### config.mk
export PLATFORM = sky130hd
export DESIGN_NAME = oled_seq
export DESIGN_NICKNAME = d
export VERILOG_FILES = /design/src/rtl/oled_seq.sv
export SDC_FILE = /design/constraint.sdc
export NUM_CORES = 1
export LEC_CHECK = 0
export ABC_AREA = 1
export CAP_MARGIN = 0
export CELL_PAD_IN_SITES_DETAIL_PLACEMENT = 0
export CELL_PAD_IN_SITES_GLOBAL_PLACEMENT = 1
export CORE_AREA = 2 2 124 126
export CTS_CLUSTER_DIAMETER = 50
export DETAILED_ROUTE_END_ITERATION = 10
export DIE_AREA = 0 0 126 128
export PLACE_DENSITY_LB_ADDON = 0.1
export SLEW_MARGIN = 20
export SYNTH_ARGS = -nofsm -noshare
export SYNTH_HDL_FRONTEND = slang
export SYNTH_SLANG_ARGS = --single-unit
### constraint.sdc
create_clock -name clk -period 3.35 [get_ports clk]
set_input_delay 1.005 -clock clk [delete_from_list [all_inputs] [get_ports clk]]
set_output_delay 1.005 -clock clk [all_outputs]
set_load 0.02 [all_outputs]
### src/rtl/oled_seq.sv
// OLED sequencer: panel reset, fixed init command list, then host byte frames,
// all driven through an external SPI byte engine with one CS window per frame.
module oled_seq #(
    parameter int unsigned RES_LO_CYC   = 1000,
    parameter int unsigned RES_WAIT_CYC = 300000,
    parameter int unsigned GAP_CYC      = 16
) (
    input  logic       clk,
    input  logic       rst,
    input  logic       spi_done,
    output logic       spi_start,
    output logic       spi_stop,
    output logic       spi_write,
    output logic [7:0] spi_data,
    input  logic       host_req,
    input  logic [7:0] host_byte,
    input  logic       host_dc,
    input  logic       host_last,
    output logic       host_ready,
    input  logic       reinit,
    output logic       oled_dc,
    output logic       oled_res_n,
    output logic       init_done,
    output logic       busy
);

    localparam int unsigned MAX_A   = (RES_LO_CYC > RES_WAIT_CYC) ? RES_LO_CYC : RES_WAIT_CYC;
    localparam int unsigned CNT_MAX = (MAX_A > GAP_CYC) ? MAX_A : GAP_CYC;
    localparam int unsigned CW      = $clog2(CNT_MAX + 1);
    localparam logic [4:0]  LAST_IDX = 5'd24;

    localparam logic [3:0] S_RES_LO   = 4'd0;
    localparam logic [3:0] S_RES_WAIT = 4'd1;
    localparam logic [3:0] S_OPEN     = 4'd2;
    localparam logic [3:0] S_LOAD     = 4'd3;
    localparam logic [3:0] S_WPULSE   = 4'd4;
    localparam logic [3:0] S_WLO      = 4'd5;
    localparam logic [3:0] S_WHI      = 4'd6;
    localparam logic [3:0] S_HWAIT    = 4'd7;
    localparam logic [3:0] S_CLOSE    = 4'd8;
    localparam logic [3:0] S_IDLE     = 4'd9;

    logic [3:0]    state;
    logic [CW-1:0] cnt;
    logic [4:0]    idx;
    logic          src_host;
    logic [7:0]    hbyte;
    logic          hdc;
    logic          hlast;
    logic          host_acc;

    function automatic logic [7:0] init_rom(input logic [4:0] i);
        logic [7:0] b;
        b = 8'h00;
        case (i)
            5'd0:  b = 8'hAE;
            5'd1:  b = 8'hD5;
            5'd2:  b = 8'h80;
            5'd3:  b = 8'hA8;
            5'd4:  b = 8'h3F;
            5'd5:  b = 8'hD3;
            5'd6:  b = 8'h00;
            5'd7:  b = 8'h40;
            5'd8:  b = 8'h8D;
            5'd9:  b = 8'h14;
            5'd10: b = 8'h20;
            5'd11: b = 8'h00;
            5'd12: b = 8'hA1;
            5'd13: b = 8'hC8;
            5'd14: b = 8'hDA;
            5'd15: b = 8'h12;
            5'd16: b = 8'h81;
            5'd17: b = 8'hCF;
            5'd18: b = 8'hD9;
            5'd19: b = 8'hF1;
            5'd20: b = 8'hDB;
            5'd21: b = 8'h40;
            5'd22: b = 8'hA4;
            5'd23: b = 8'hA6;
            5'd24: b = 8'hAF;
            default: b = 8'h00;
        endcase
        return b;
    endfunction

    // Start/stop pulse on the first cycle of their state; cnt is zero on entry.
    assign spi_start  = (state == S_OPEN) && (cnt == '0);
    assign spi_stop   = (state == S_CLOSE) && (cnt == '0);
    assign spi_write  = (state == S_WPULSE);
    // reinit wins over a host byte in IDLE, so the handshake is withheld then.
    assign host_ready = (state == S_HWAIT) || ((state == S_IDLE) && !reinit);
    assign host_acc   = host_req && host_ready;
    assign busy       = (state != S_IDLE);

    always_ff @(posedge clk or posedge rst) begin
        if (rst) begin
            state      <= S_RES_LO;
            cnt        <= '0;
            idx        <= '0;
            src_host   <= 1'b0;
            hbyte      <= 8'h00;
            hdc        <= 1'b0;
            hlast      <= 1'b0;
            spi_data   <= 8'h00;
            oled_dc    <= 1'b0;
            oled_res_n <= 1'b0;
            init_done  <= 1'b0;
        end else begin
            case (state)
                S_RES_LO: begin
                    if (cnt == CW'(RES_LO_CYC - 1)) begin
                        oled_res_n <= 1'b1;
                        cnt        <= '0;
                        state      <= S_RES_WAIT;
                    end else begin
                        cnt <= cnt + 1'b1;
                    end
                end
                S_RES_WAIT: begin
                    if (cnt == CW'(RES_WAIT_CYC - 1)) begin
                        cnt      <= '0;
                        idx      <= '0;
                        src_host <= 1'b0;
                        state    <= S_OPEN;
                    end else begin
                        cnt <= cnt + 1'b1;
                    end
                end
                S_OPEN: begin
                    if (cnt == '0) begin
                        cnt <= CW'(1);
                    end else if (spi_done) begin
                        cnt   <= '0;
                        state <= S_LOAD;
                    end
                end
                S_LOAD: begin
                    spi_data <= src_host ? hbyte : init_rom(idx);
                    oled_dc  <= src_host ? hdc : 1'b0;
                    state    <= S_WPULSE;
                end
                S_WPULSE: state <= S_WLO;
                S_WLO: begin
                    if (!spi_done) state <= S_WHI;
                end
                S_WHI: begin
                    if (spi_done) begin
                        if (!src_host) begin
                            if (idx == LAST_IDX) begin
                                state <= S_CLOSE;
                            end else begin
                                idx   <= idx + 1'b1;
                                state <= S_LOAD;
                            end
                        end else if (hlast) begin
                            state <= S_CLOSE;
                        end else begin
                            state <= S_HWAIT;
                        end
                    end
                end
                S_HWAIT: begin
                    if (host_acc) begin
                        hbyte <= host_byte;
                        hdc   <= host_dc;
                        hlast <= host_last;
                        state <= S_LOAD;
                    end
                end
                S_CLOSE: begin
                    if (cnt == CW'(GAP_CYC)) begin
                        cnt   <= '0;
                        state <= S_IDLE;
                        if (!src_host) init_done <= 1'b1;
                    end else begin
                        cnt <= cnt + 1'b1;
                    end
                end
                S_IDLE: begin
                    if (reinit) begin
                        init_done  <= 1'b0;
                        oled_res_n <= 1'b0;
                        cnt        <= '0;
                        state      <= S_RES_LO;
                    end else if (host_acc) begin
                        hbyte    <= host_byte;
                        hdc      <= host_dc;
                        hlast    <= host_last;
                        src_host <= 1'b1;
                        cnt      <= '0;
                        state    <= S_OPEN;
                    end
                end
                default: begin
                    cnt   <= '0;
                    state <= S_RES_LO;
                end
            endcase
        end
    end

endmodule
## After elaboration in Yosys (flattened, before gate mapping)

Memory sizes are Yosys's and may differ from the RTL's.
Index checks and enable logic that the tools add are counted.

- Add/subtract/negate cells: 2
- Equal/unequal tests: 30
- Muxes and demuxes: 48
- Bitwise operators: 1
- Reduce and logical (&&, ||, !) cells: 21

Operator list:

| cell | count |
|---|---|
| 19-bit two-way mux | 7 |
| 19-bit one-hot mux with 6 select lines | 1 |
| 4-bit two-way mux | 13 |
| 4-bit one-hot mux with 10 select lines | 1 |
| 2-bit inequality test, second input constant | 13 |
| 8-bit two-way mux | 3 |
| 5-bit two-way mux | 4 |
| 19-bit by 1-bit adder with 19-bit output, second input constant | 1 |
| 19-bit by 10-bit equality test with 1-bit output, second input constant | 1 |
| 19-bit equality test, second input constant | 1 |
| 19-bit by 5-bit equality test with 1-bit output, second input constant | 1 |
| 19-bit logical NOT | 1 |
| 4-bit by 3-bit equality test with 1-bit output, second input constant | 4 |
| 8-bit one-hot mux with 2 select lines | 1 |
| 1-bit two-way mux | 12 |
| 1-bit one-hot mux with 2 select lines | 5 |
| 5-bit one-hot mux with 2 select lines | 1 |
| 2-bit nonzero test | 5 |
| 9-bit AND reduction | 1 |
| 4-bit by 2-bit equality test with 1-bit output, second input constant | 2 |
| 4-bit equality test, second input constant | 2 |
| 4-bit AND reduction | 2 |
| 3-bit AND reduction | 2 |
| 5-bit by 1-bit adder with 5-bit output, second input constant | 1 |
| 14 further kinds | 17 |

- Flip-flop bits (word level): 50
- Memory bits (read-only): 256
- Input bits: 15
- Output and inout port bits: 16
- Logic and storage cells: 114
- Memories kept: 1

Memories:

| memory | words | bits a word | read ports | clocked after memory_dff | write ports | RTL line | RTL |
|---|---|---|---|---|---|---|---|
| (name not given) | 32 | 8 | 1 | 0 | 0 | 55 | `case (i)` |

## Depth between registers and ports, before layout

Gate-level depths: netlist (run 1).

- Depth after elaboration: 7
- Depth in mapped cells: 11
- Mapped depth without buffers: 11

## Worst setup path after synthesis (run 1)

No wires, ideal clock.

- Path type: input-to-output
- Start point: in reinit
- End point: out host_ready
- Arrival: 1.283 ns
- Required time: 2.345 ns
- Path slack: 1.062 ns
- Stages on the path: 3
- Path buffers: 0
- Path through: inv_1 > nand2_4 > nand2_4

- Cells in the longest elaborated chain, start to end: 3

Ends and longest elaborated chain:

| what | RTL line | RTL |
|---|---|---|
| start, declared | 20 | `input logic reinit,` |
| 1-bit logical NOT | 91 | `assign host_ready = (state == S_HWAIT) \|\| ((state == S_IDLE) && !reinit);` |
| 1-bit logical AND | 91 |  |
| 1-bit logical OR | 91 |  |
| end, declared | 19 | `output logic host_ready,` |

No other way between the ends.

## Worst setup path in the final report (run 1)

- Start point: reg cnt[10]
- End point: out spi_stop

- Cells in the longest elaborated chain, start to end: 2

Ends and longest elaborated chain:

| what | RTL line | RTL |
|---|---|---|
| start, declared | 44 | `logic [CW-1:0] cnt;` |
| start signal, assigned | 116 | `cnt <= cnt + 1'b1;` |
| start signal, assigned | 126 | `cnt <= cnt + 1'b1;` |
| start signal, assigned | 176 | `cnt <= cnt + 1'b1;` |
| 19-bit logical NOT | 88 | `assign spi_stop = (state == S_CLOSE) && (cnt == '0);` |
| 1-bit logical AND | 88 |  |
| end, declared | 12 | `output logic spi_stop,` |

No other way between the ends.

==> flow_metrics.py, run 1 <==
metrics = {
    "run_status": {
        "status": "completed",
    },
    "layout": {
        "drive_gt1_share_pct": 13.2,
        "layout_commonest_cell": "nand2_1",
        "finalInstanceArea_sq_mm": 0.00443,
        "final_core_util_pct": 29.8,
        "synthToLayoutAreaGrowth_pct": 17.6,
        "layout.nets": 581,
        "fillers": 1684,
        "antennaDiodeCount": 0,
        "fin_cells": 747,
        "final_cell_mix": "137 x nand2_1, 55 x nand3_1, 52 x nor2_1",
    },
    "synthesis": {
        "synth.distinct_cells": 41,
        "postSynthCellCount": 527,
        "synth_nets": 550,
        "synth_edf_count": 0,
        "ys_ff_latch": 50,
        "syn_area_per_cell_sq_um": 7.15,
        "synthesis.area_sq_mm": 0.00377,
        "yosys_warnings": 0,
        "synth-main-ff-cell": "dfrtp_1",
        "yosysSeqAreaShare_pct": 33.2,
        "synthArstFlopShare_pct": 100,
    },
    "place": {
        "dp_hpwl_microns": 8780,
        "port_buffers": 30,
        "place_inst": 739,
        "place.gp.congestion": 0.868,
        "placed_area_sq_mm": 0.00428,
    },
    "detailed_routing": {
        "drc": 0,
        "final_antenna_net_count": 0,
        "vias": 3546,
        "wirelength_microns": 11800,
        "drtPass1Iterations": 4,
        "via_per_inst": 4.75,
        "drt_iter0_drc": 222,
        "wl_per_cell_microns": 15.7,
    },
    "floorplan": {
        "fp.dieW_microns": 126,
        "core_area_sq_mm": 0.0149,
        "die_area_sq_mm": 0.0161,
        "initial_core_util_pct": 25.4,
        "ios": 31,
        "dieHeight_microns": 128,
        "num_rows": 45,
    },
    "setup_path": {
        "critPathBufInv": 1,
        "arrival_ps": 2180,
        "cp_max_fo": 5,
        "crit_slowest_cell": "clkdlybuf4s50_1",
        "cp-start-kind": "flip-flop",
        "critPathKind": "flip-flop to output pin",
        "cp_cell_sequence": "nor2_1, nand2_1, nor2_1, nand3_2, nor2_1, clkdlybuf4s50_1",
        "cp_slowest_stage_delay_ps": 620,
        "crit_top_cell": "nor2_1",
        "required_ps": 2340,
        "r2r_slack_ps": 1330,
        "critPathTopFamily": "simple AND/OR/NAND/NOR gates",
        "end_kind": "output pin",
    },
    "pwr": {
        "power_frac_seq_pct": 32.7,
        "ir_worst_vdd_mv": 0.252,
        "finalPower_w": 0.00277,
        "p_int_w": 0.00154,
        "cellPowerDensity_mw_per_mm2": 625,
        "swShare_pct": 44.4,
        "power_frac_clock_pct": 20.1,
        "p_switching_w": 0.00123,
        "power_leakage_nw": 2.04,
        "combPwrFrac_pct": 47.2,
    },
    "global_route": {
        "grt_antenna_before_repair": 0,
        "grt_max_degree": 24,
        "grt_pass1_wl_microns": 19600,
        "first_global_vias": 3542,
        "met1_usage_pct": 22.4,
        "grtUsageMet3_pct": 2.71,
        "use_met2_pct": 23.8,
        "grt_usage_pct": 15.4,
        "busiest_layer": "met2",
        "overflow": 0,
    },
    "timing": {
        "tightest_slew_ps": 548,
        "finalSetupViolCount": 0,
        "fmax_mhz": 314,
        "slew_violations": 0,
        "fin_tns_setup_ps": 0,
        "finClkSkew_ps": 5.27,
        "hold_violations": 0,
        "rsz0062_at_grt": "false",
        "post-route-period-util_pct": 94.9,
        "fin_crit_ps": 3180,
        "slew_headroom_pct": 63.4,
    },
    "min_path": {
        "min-delay-path-class": "flip-flop to flip-flop",
    },
    "clock_tree": {
        "cts_tree": "done",
        "cts.sinks": 50,
        "cts_setup_buffers": 0,
        "cts_buffers": 5,
        "clkTransAtPathRegs_ps": 80,
        "clock_latency_ps": 310,
        "root_buffer": "clkbuf_16",
        "clk_path_buf_depth": 2,
        "htreeDepth": 2,
    },
    "run": {
        "maxCapViolations": 0,
    },
}
==> tightest hold or removal path: stages, from the launching register on <==
cell and delay [ps]:
dfrtp_1 350, nand2_1 50, nand2_1 50
==> state kept, by name, summed over array words and instances (netlist names), 4 cells and up <==
register	cells
idx	5
state	4
spi_data	8
cnt	19
hbyte	8
==> logic make-up (layout without fill, tap and decap cells) <==
| family | Yosys count | after routing | synth area share [%] |
|---|---|---|---|
| buffers and inverters | 74 | 106 | 8.13 |
| DFF | 50 | 50 | 33.2 |
| muxes | 10 | 10 | 3.88 |
| xor gates and xnor gates | 7 | 7 | 1.63 |
| adders and majority gates | 8 | 8 | 2.66 |
| AOI/OAI and AO/OA | 69 | 69 | 10.9 |
| and+or+nand+nor | 309 | 309 | 39.6 |
==> stage by stage <==
| stage | worst slack, ps | hold WS [ps] |
|---|---|---|
| floorplan | 1060 | 459 |
| global route | 11.8 | 504 |
| global placement | 76.3 | 464 |
| finish | 169 | 482 |
| CTS | 52.3 | 487 |
| detailed placement | 55.6 | 465 |
==> path summary, 6_finish.rpt <==
path	start	endpoint	cells past startpoint
worst max-delay path	cnt[10]$_DFFE_PP0P_	spi_stop	6
worst min-delay path	spi_data[6]$_DFFE_PP0P_	spi_data[6]$_DFFE_PP0P_	2
worst max register to register	idx[1]$_DFFE_PP0P_	idx[0]$_DFFE_PP0P_	9
worst min register to register	spi_data[6]$_DFFE_PP0P_	spi_data[6]$_DFFE_PP0P_	2
max in group asynchronous	rst	state[2]$_DFFE_PP0P_	3
min in group asynchronous	rst	oled_dc$_DFFE_PP0P_	2
==> per-layer routing <==
metal	vias to the layer above	wire, microns
li1	1803	-
met1	1680	6010
met2	53	5200
met3	10	403
met4	0	153
met5	-	0
==> synth_stat cells (8+ instances only) <==
| cell | number | area (sq um) |
|---|---|---|
| a21oi_1 | 14 | 70.1 |
| buf_2 | 8 | 40.0 |
| dfrtp_1 | 50 | 1250 |
| ha_1 | 8 | 100 |
| inv_1 | 50 | 188 |
| inv_2 | 10 | 37.5 |
| mux2_4 | 9 | 135 |
| nand2_1 | 137 | 514 |
| nand2_2 | 12 | 75.1 |
| nand3_1 | 55 | 275 |
| nand4_1 | 22 | 138 |
| nor2_1 | 52 | 195 |
| nor2_4 | 9 | 101 |
| o21ai_0 | 29 | 145 |
==> area by class of cell <==
| class | instances | area, sq um | share of cell area (%) |
|---|---|---|---|
| clock inverter | 3 | 26.3 | 0.593 |
| tap | 188 | 235 | 5.31 |
| multi-input combinational | 403 | 2210 | 49.9 |
| timing repair buffer | 37 | 355 | 8.02 |
| inverter | 61 | 229 | 5.17 |
| sequential | 50 | 1250 | 28.2 |
| clock buffer | 5 | 125 | 2.82 |
==> repair_timing <==
action / CTS / global route
hold buffers: 0 / 0
endpoints found under the setup margin: 0 / 1
gates resized for setup: 0 / 1
hold endpoints to repair: 0 / 0
==> power by group through the flow <==
stage | Clock, W | Sequential, W | Combinational (W)
finish | 0.000557 | 0.000907 | 0.00131
CTS | 0.000582 | 0.000910 | 0.00133
global placement | 0 | 0.000918 | 0.00133
floorplan | 0 | 0.000950 | 0.000864
detailed placement | 0 | 0.000920 | 0.00132
global route | 0.000599 | 0.000938 | 0.00147
Note: power is estimated with default switching activity, not from simulation.
==> run 2, diff against run 1 <==
--- a/config.mk
+++ b/config.mk
@@ -13,7 +13,9 @@
 export CTS_CLUSTER_DIAMETER = 50
 export DETAILED_ROUTE_END_ITERATION = 10
 export DIE_AREA = 0 0 126 128
-export PLACE_DENSITY_LB_ADDON = 0.1
+export MAX_ROUTING_LAYER = met4
+export PLACE_DENSITY = 0.54
+export REMOVE_ABC_BUFFERS = 1
 export SLEW_MARGIN = 20
 export SYNTH_ARGS = -nofsm -noshare
 export SYNTH_HDL_FRONTEND = slang
==> run 2 against run 1 <==
Critical path type is now input pin to output pin. Core utilization is 0.084 points lower. Global-route usage hardly changed. Clock skew is 1.9 ps higher. Design area is 0.28% lower. Worst hold slack better by 7.5 ps. Clock-buffer cell count stayed put. Routed wire length is 0.76% lower. Non-clock buffer count is 1 lower. Maximum frequency is 2.6% lower.
==> flow_metrics.py, run 2 (same netlist as run 1, synthesis figures left out) <==
metrics = {
    "floorplan": {
        "ios": 31,
        "die_area_sq_mm": 0.0161,
        "dieHeight_microns": 128,
        "fp.dieW_microns": 126,
        "initial_core_util_pct": 25.4,
        "core_area_sq_mm": 0.0149,
        "num_rows": 45,
    },
    "timing": {
        "slew_violations": 0,
        "finClkSkew_ps": 7.12,
        "fin_tns_setup_ps": 0,
        "tightest_slew_ps": 700,
        "fin_crit_ps": 3270,
        "fmax_mhz": 306,
        "finalSetupViolCount": 0,
        "post-route-period-util_pct": 97.5,
        "slew_headroom_pct": 53.3,
        "hold_violations": 0,
        "worst_slack_ps": 84.1,
        "rsz0062_at_grt": "false",
    },
    "setup_path": {
        "critPathKind": "input pin to output pin",
        "arrival_ps": 2260,
        "r2r_slack_ps": 1360,
        "cp-startpoint": "reinit",
        "critPathBufInv": 3,
        "crit_slowest_cell": "clkdlybuf4s50_1",
        "critPathTopFamily": "buffers and inverters",
        "crit_end": "host_ready",
        "cp_cell_sequence": "clkdlybuf4s50_1, inv_1, nand2_4, nand2_4, clkdlybuf4s50_1",
        "required_ps": 2340,
        "cp_slowest_stage_delay_ps": 590,
        "end_kind": "output pin",
        "cp_max_fo": 4,
        "cp-start-kind": "input pin",
        "path_depth": 5,
        "reg2reg_to": "idx[0]$_DFFE_PP0P_",
        "r2r_cells": 9,
        "reg2reg_from": "idx[1]$_DFFE_PP0P_",
    },
    "detailed_routing": {
        "drtPass1Iterations": 7,
        "via_per_inst": 4.86,
        "wl_per_cell_microns": 15.6,
        "wirelength_microns": 11700,
        "drc": 0,
        "vias": 3625,
        "drt_iter0_drc": 283,
        "final_antenna_net_count": 0,
    },
    "pwr": {
        "cellPowerDensity_mw_per_mm2": 624,
        "power_frac_clock_pct": 19.5,
        "combPwrFrac_pct": 47.7,
        "ir_worst_vdd_mv": 0.218,
        "finalPower_w": 0.00276,
        "power_leakage_nw": 2.02,
        "p_switching_w": 0.00123,
        "swShare_pct": 44.6,
        "power_frac_seq_pct": 32.8,
        "p_int_w": 0.00153,
    },
    "clock_tree": {
        "htreeDepth": 2,
        "cts_buffers": 5,
        "clkTransAtPathRegs_ps": 70,
        "root_buffer": "clkbuf_16",
        "clock_latency_ps": 300,
        "cts_setup_buffers": 0,
        "cts.sinks": 50,
        "cts_tree": "done",
        "clk_path_buf_depth": 2,
    },
    "min_path": {
        "min-delay-path-class": "flip-flop to flip-flop",
    },
    "layout": {
        "synthToLayoutAreaGrowth_pct": 17.3,
        "antennaDiodeCount": 0,
        "reg.largest.list": "cnt x19, hbyte x8, spi_data x8",
        "drive_gt1_share_pct": 13.3,
        "layout_commonest_cell": "nand2_1",
        "largest_reg_flops": 19,
        "top_register": "cnt",
        "final_cell_mix": "137 x nand2_1, 55 x nand3_1, 51 x nor2_1",
        "finalInstanceArea_sq_mm": 0.00442,
        "fin_cells": 746,
        "layout.nets": 580,
    },
    "place": {
        "post-place-ws_ps": 89.4,
        "port_buffers": 30,
        "dp_hpwl_microns": 8510,
        "place.gp.congestion": 0.807,
        "placed_area_sq_mm": 0.00427,
        "place_inst": 738,
    },
    "global_route": {
        "first_global_vias": 3574,
        "grt_usage_pct": 15.4,
        "overflow": 0,
        "grt_antenna_before_repair": 0,
        "grt_max_degree": 51,
        "grt_pass1_wl_microns": 19300,
    },
    "run": {
        "maxCapViolations": 0,
    },
    "run_status": {
        "status": "completed",
    },
}
run 2: worst min-delay path, stage by stage, from the launching register on:
cell and delay (ps):
dfrtp_1 350, nand2_1 60, nand2_1 50
run 2: how the worst min path moves through the flow:
stage | depth (start not counted) | slack, ps | end | startpoint
2_1_floorplan | 2 | 460 | spi_data[1]$_DFFE_PP0P_ | hbyte[1]$_DFFE_PP0P_
3_3_place_gp | 2 | 470 | spi_data[1]$_DFFE_PP0P_ | spi_data[1]$_DFFE_PP0P_
3_5_place_dp | 2 | 470 | spi_data[1]$_DFFE_PP0P_ | spi_data[1]$_DFFE_PP0P_
4_1_cts | 2 | 490 | spi_data[1]$_DFFE_PP0P_ | spi_data[1]$_DFFE_PP0P_
5_1_grt | 2 | 520 | spi_data[1]$_DFFE_PP0P_ | spi_data[1]$_DFFE_PP0P_
6_report | 2 | 490 | spi_data[1]$_DFFE_PP0P_ | spi_data[1]$_DFFE_PP0P_
run 2: power groups by stage:
stage	clock (W)	combinational, W	sequential (W)
final	0.000538	0.00132	0.000907
after global routing	0.000584	0.00146	0.000933
after CTS	0.000565	0.00133	0.000906
after detailed placement	0	0.00132	0.000916
after global placement	0	0.00133	0.000912
after floorplan	0	0.000827	0.000952
run 2: area by class of cell:
class                      count  area, sq um
clock buffer                   5          125
timing repair buffer          36          345
multi-input combinational    403         2210
fill                        1643        10400
sequential                    50         1250
inverter                      61          229
tap                          188          235
clock inverter                 3         21.3
run 2: metrics by stage:
step / hold slack (ps) / util (%)
after global placement: 467 / 28.7
after global routing: 518 / 29.7
after detailed placement: 470 / 28.7
final: 489 / 29.7
after floorplan: 459 / -
after CTS: 491 / 29.7
run 2: what timing repair did:
action                     4_1_cts  5_1_grt
gates resized for setup          0        1
hold endpoints to repair         0        0
hold buffers                     0        0
setup endpoints to repair        0        1
run 2: layer usage:
metal | vias up | GRT usage, % | share of wire [%]
met4 | 0 | 4.59 | 1.8
li1 | 1795 | - | -
met1 | 1737 | 21.7 | 50
met2 | 75 | 22.9 | 45
met3 | 18 | 2.55 | 4.0
met5 | - | - | 0
==> run 3, diff against run 2 <==
==> constraint.sdc (replaced) <==
create_clock -name clk -period 3.25 [get_ports clk]
set_input_delay 0.975 -clock clk [delete_from_list [all_inputs] [get_ports clk]]
set_output_delay 0.975 -clock clk [all_outputs]
set_load 0.02 [all_outputs]
==> run 3 against run 2 <==
Flip-flop and latch count unchanged. Via count shrank 0.61%. Clock skew shrank 3.2 ps. Largest cell class unchanged. Die area stayed put. Sequential power increased by 3.0%. First-iteration DRC count is 3.2% higher. Critical path depth down 1. Register-to-register slack worse by 110 ps. Sequential share of layout area shrank 0.27 points. Largest power group unchanged. Cell count is 0.27% higher. Clock power increased by 17%.
==> flow_metrics.py, run 3 (same netlist as run 1, synthesis figures left out) <==
metrics = {
    "clock_tree": {
        "htreeDepth": 2,
        "cts_tree": "done",
        "root_buffer": "clkbuf_16",
        "clk_path_buf_depth": 2,
        "cts.sinks": 50,
        "cts_buffers": 5,
        "clkTransAtPathRegs_ps": 70,
        "clock_latency_ps": 300,
    },
    "layout": {
        "drive_gt1_share_pct": 13.4,
        "layout.nets": 582,
        "fillers": 1650,
        "synthToLayoutAreaGrowth_pct": 18.4,
        "multi_input_area_sq_mm": 0.00221,
        "largest_reg_flops": 19,
        "layout_commonest_cell": "nand2_1",
        "final_cell_mix": "137 x nand2_1, 55 x nand3_1, 51 x nor2_1",
        "antennaDiodeCount": 0,
        "fin_cells": 748,
        "reg.largest.list": "cnt x19, hbyte x8, spi_data x8",
        "seqCellArea_sq_mm": 0.00125,
        "top_register": "cnt",
    },
    "global_route": {
        "first_global_vias": 3436,
        "overflow": 0,
        "grt_antenna_before_repair": 0,
        "grt_usage_pct": 15.1,
        "grt_max_degree": 29,
        "grt_pass1_wl_microns": 18700,
    },
    "timing": {
        "hold_violations": 0,
        "finalSetupViolCount": 0,
        "fmax_mhz": 348,
        "tightest_slew_ps": 692,
        "slew_violations": 0,
        "slew_headroom_pct": 53.8,
        "fin_tns_setup_ps": 0,
        "worst_slack_ps": 377,
        "holdWs_ps": 481,
        "rsz0062_at_grt": "false",
        "post-route-period-util_pct": 88.4,
        "finClkSkew_ps": 3.92,
        "fin_crit_ps": 2870,
    },
    "setup_path": {
        "cp-start-kind": "flip-flop",
        "arrival_ps": 1900,
        "cp_max_fo": 5,
        "required_ps": 2270,
        "end_kind": "output pin",
        "critPathKind": "flip-flop to output pin",
    },
    "detailed_routing": {
        "wl_per_cell_microns": 15.3,
        "drtPass1Iterations": 5,
        "drt_iter0_drc": 292,
        "wirelength_microns": 11400,
        "final_antenna_net_count": 0,
        "drc": 0,
        "via_per_inst": 4.82,
        "vias": 3603,
    },
    "pwr": {
        "cellPowerDensity_mw_per_mm2": 650,
        "power_leakage_nw": 2.09,
        "ir_worst_vdd_mv": 0.198,
        "finalPower_w": 0.00290,
    },
    "place": {
        "place_inst": 740,
        "place.gp.congestion": 0.830,
        "dp_hpwl_microns": 8470,
        "port_buffers": 30,
        "post-place-ws_ps": 51.2,
    },
    "floorplan": {
        "fp.dieW_microns": 126,
        "initial_core_util_pct": 25.4,
        "core_area_sq_mm": 0.0149,
        "dieHeight_microns": 128,
        "num_rows": 45,
        "die_area_sq_mm": 0.0161,
        "ios": 31,
    },
    "min_path": {
        "min-delay-path-class": "flip-flop to flip-flop",
    },
    "run": {
        "maxCapViolations": 0,
    },
    "run_status": {
        "status": "completed",
    },
}
==> run 3: final cells by class <==
type | count | area share [%]
sequential | 50 | 28.0
timing repair buffer | 38 | 8.24
tap | 188 | 5.27
clock inverter | 2 | 0.841
multi-input combinational | 403 | 49.6
clock buffer | 6 | 2.89
inverter | 61 | 5.13
==> run 3: worst paths after layout <==
check                                        start                      end  slack (ps)  depth (start not counted)
hold reg to reg            spi_data[1]$_DFFE_PP0P_  spi_data[1]$_DFFE_PP0P_         480                          2
min in group asynchronous                      rst      cnt[14]$_DFFE_PP0P_        1100                          2
setup / recovery              state[1]$_DFFE_PP0P_                spi_write         380                          4
setup reg to reg                idx[1]$_DFFE_PP0P_       idx[0]$_DFFE_PP0P_        1250                          9
max in group asynchronous                      rst  spi_data[4]$_DFFE_PP0P_        1500                          3
hold / removal             spi_data[1]$_DFFE_PP0P_  spi_data[1]$_DFFE_PP0P_         480                          2
==> run 3: repair_timing <==
item	CTS	global route
endpoints found under the setup margin	0	3
resized for setup	0	4
setup buffers	0	0
hold buffers	0	0
==> run 3: critical path: stages, from the launching register on <==
cell and delay [ps]:
dfrtp_1 440, inv_2 110, nand2_1 210, nor2_1 200, clkdlybuf4s50_1 630
==> run 3: layer usage <==
metal,part of all wire (%),vias to the layer above,track usage [%]
met1,52,1732,21.3
li1,-,1798,-
met4,1.1,0,3.94
met2,44,64,22.4
met5,0,-,-
met3,3.2,9,2.84
==> run 3: where the power goes <==
group	internal, W	switching (W)
Combinational	0.000498	0.000840
Clock	0.000365	0.000264
Sequential	0.000789	0.000145
Total	0.00165	0.00125
==> run 3: per-stage QoR <==
stage | instance area [sq um] | utilization, %
after floorplan | 3690 | -
after global placement | 4290 | 28.8
after detailed placement | 4290 | 28.8
after CTS | 4450 | 30.0
after global routing | 4460 | 30.0
final | 4460 | 30.0
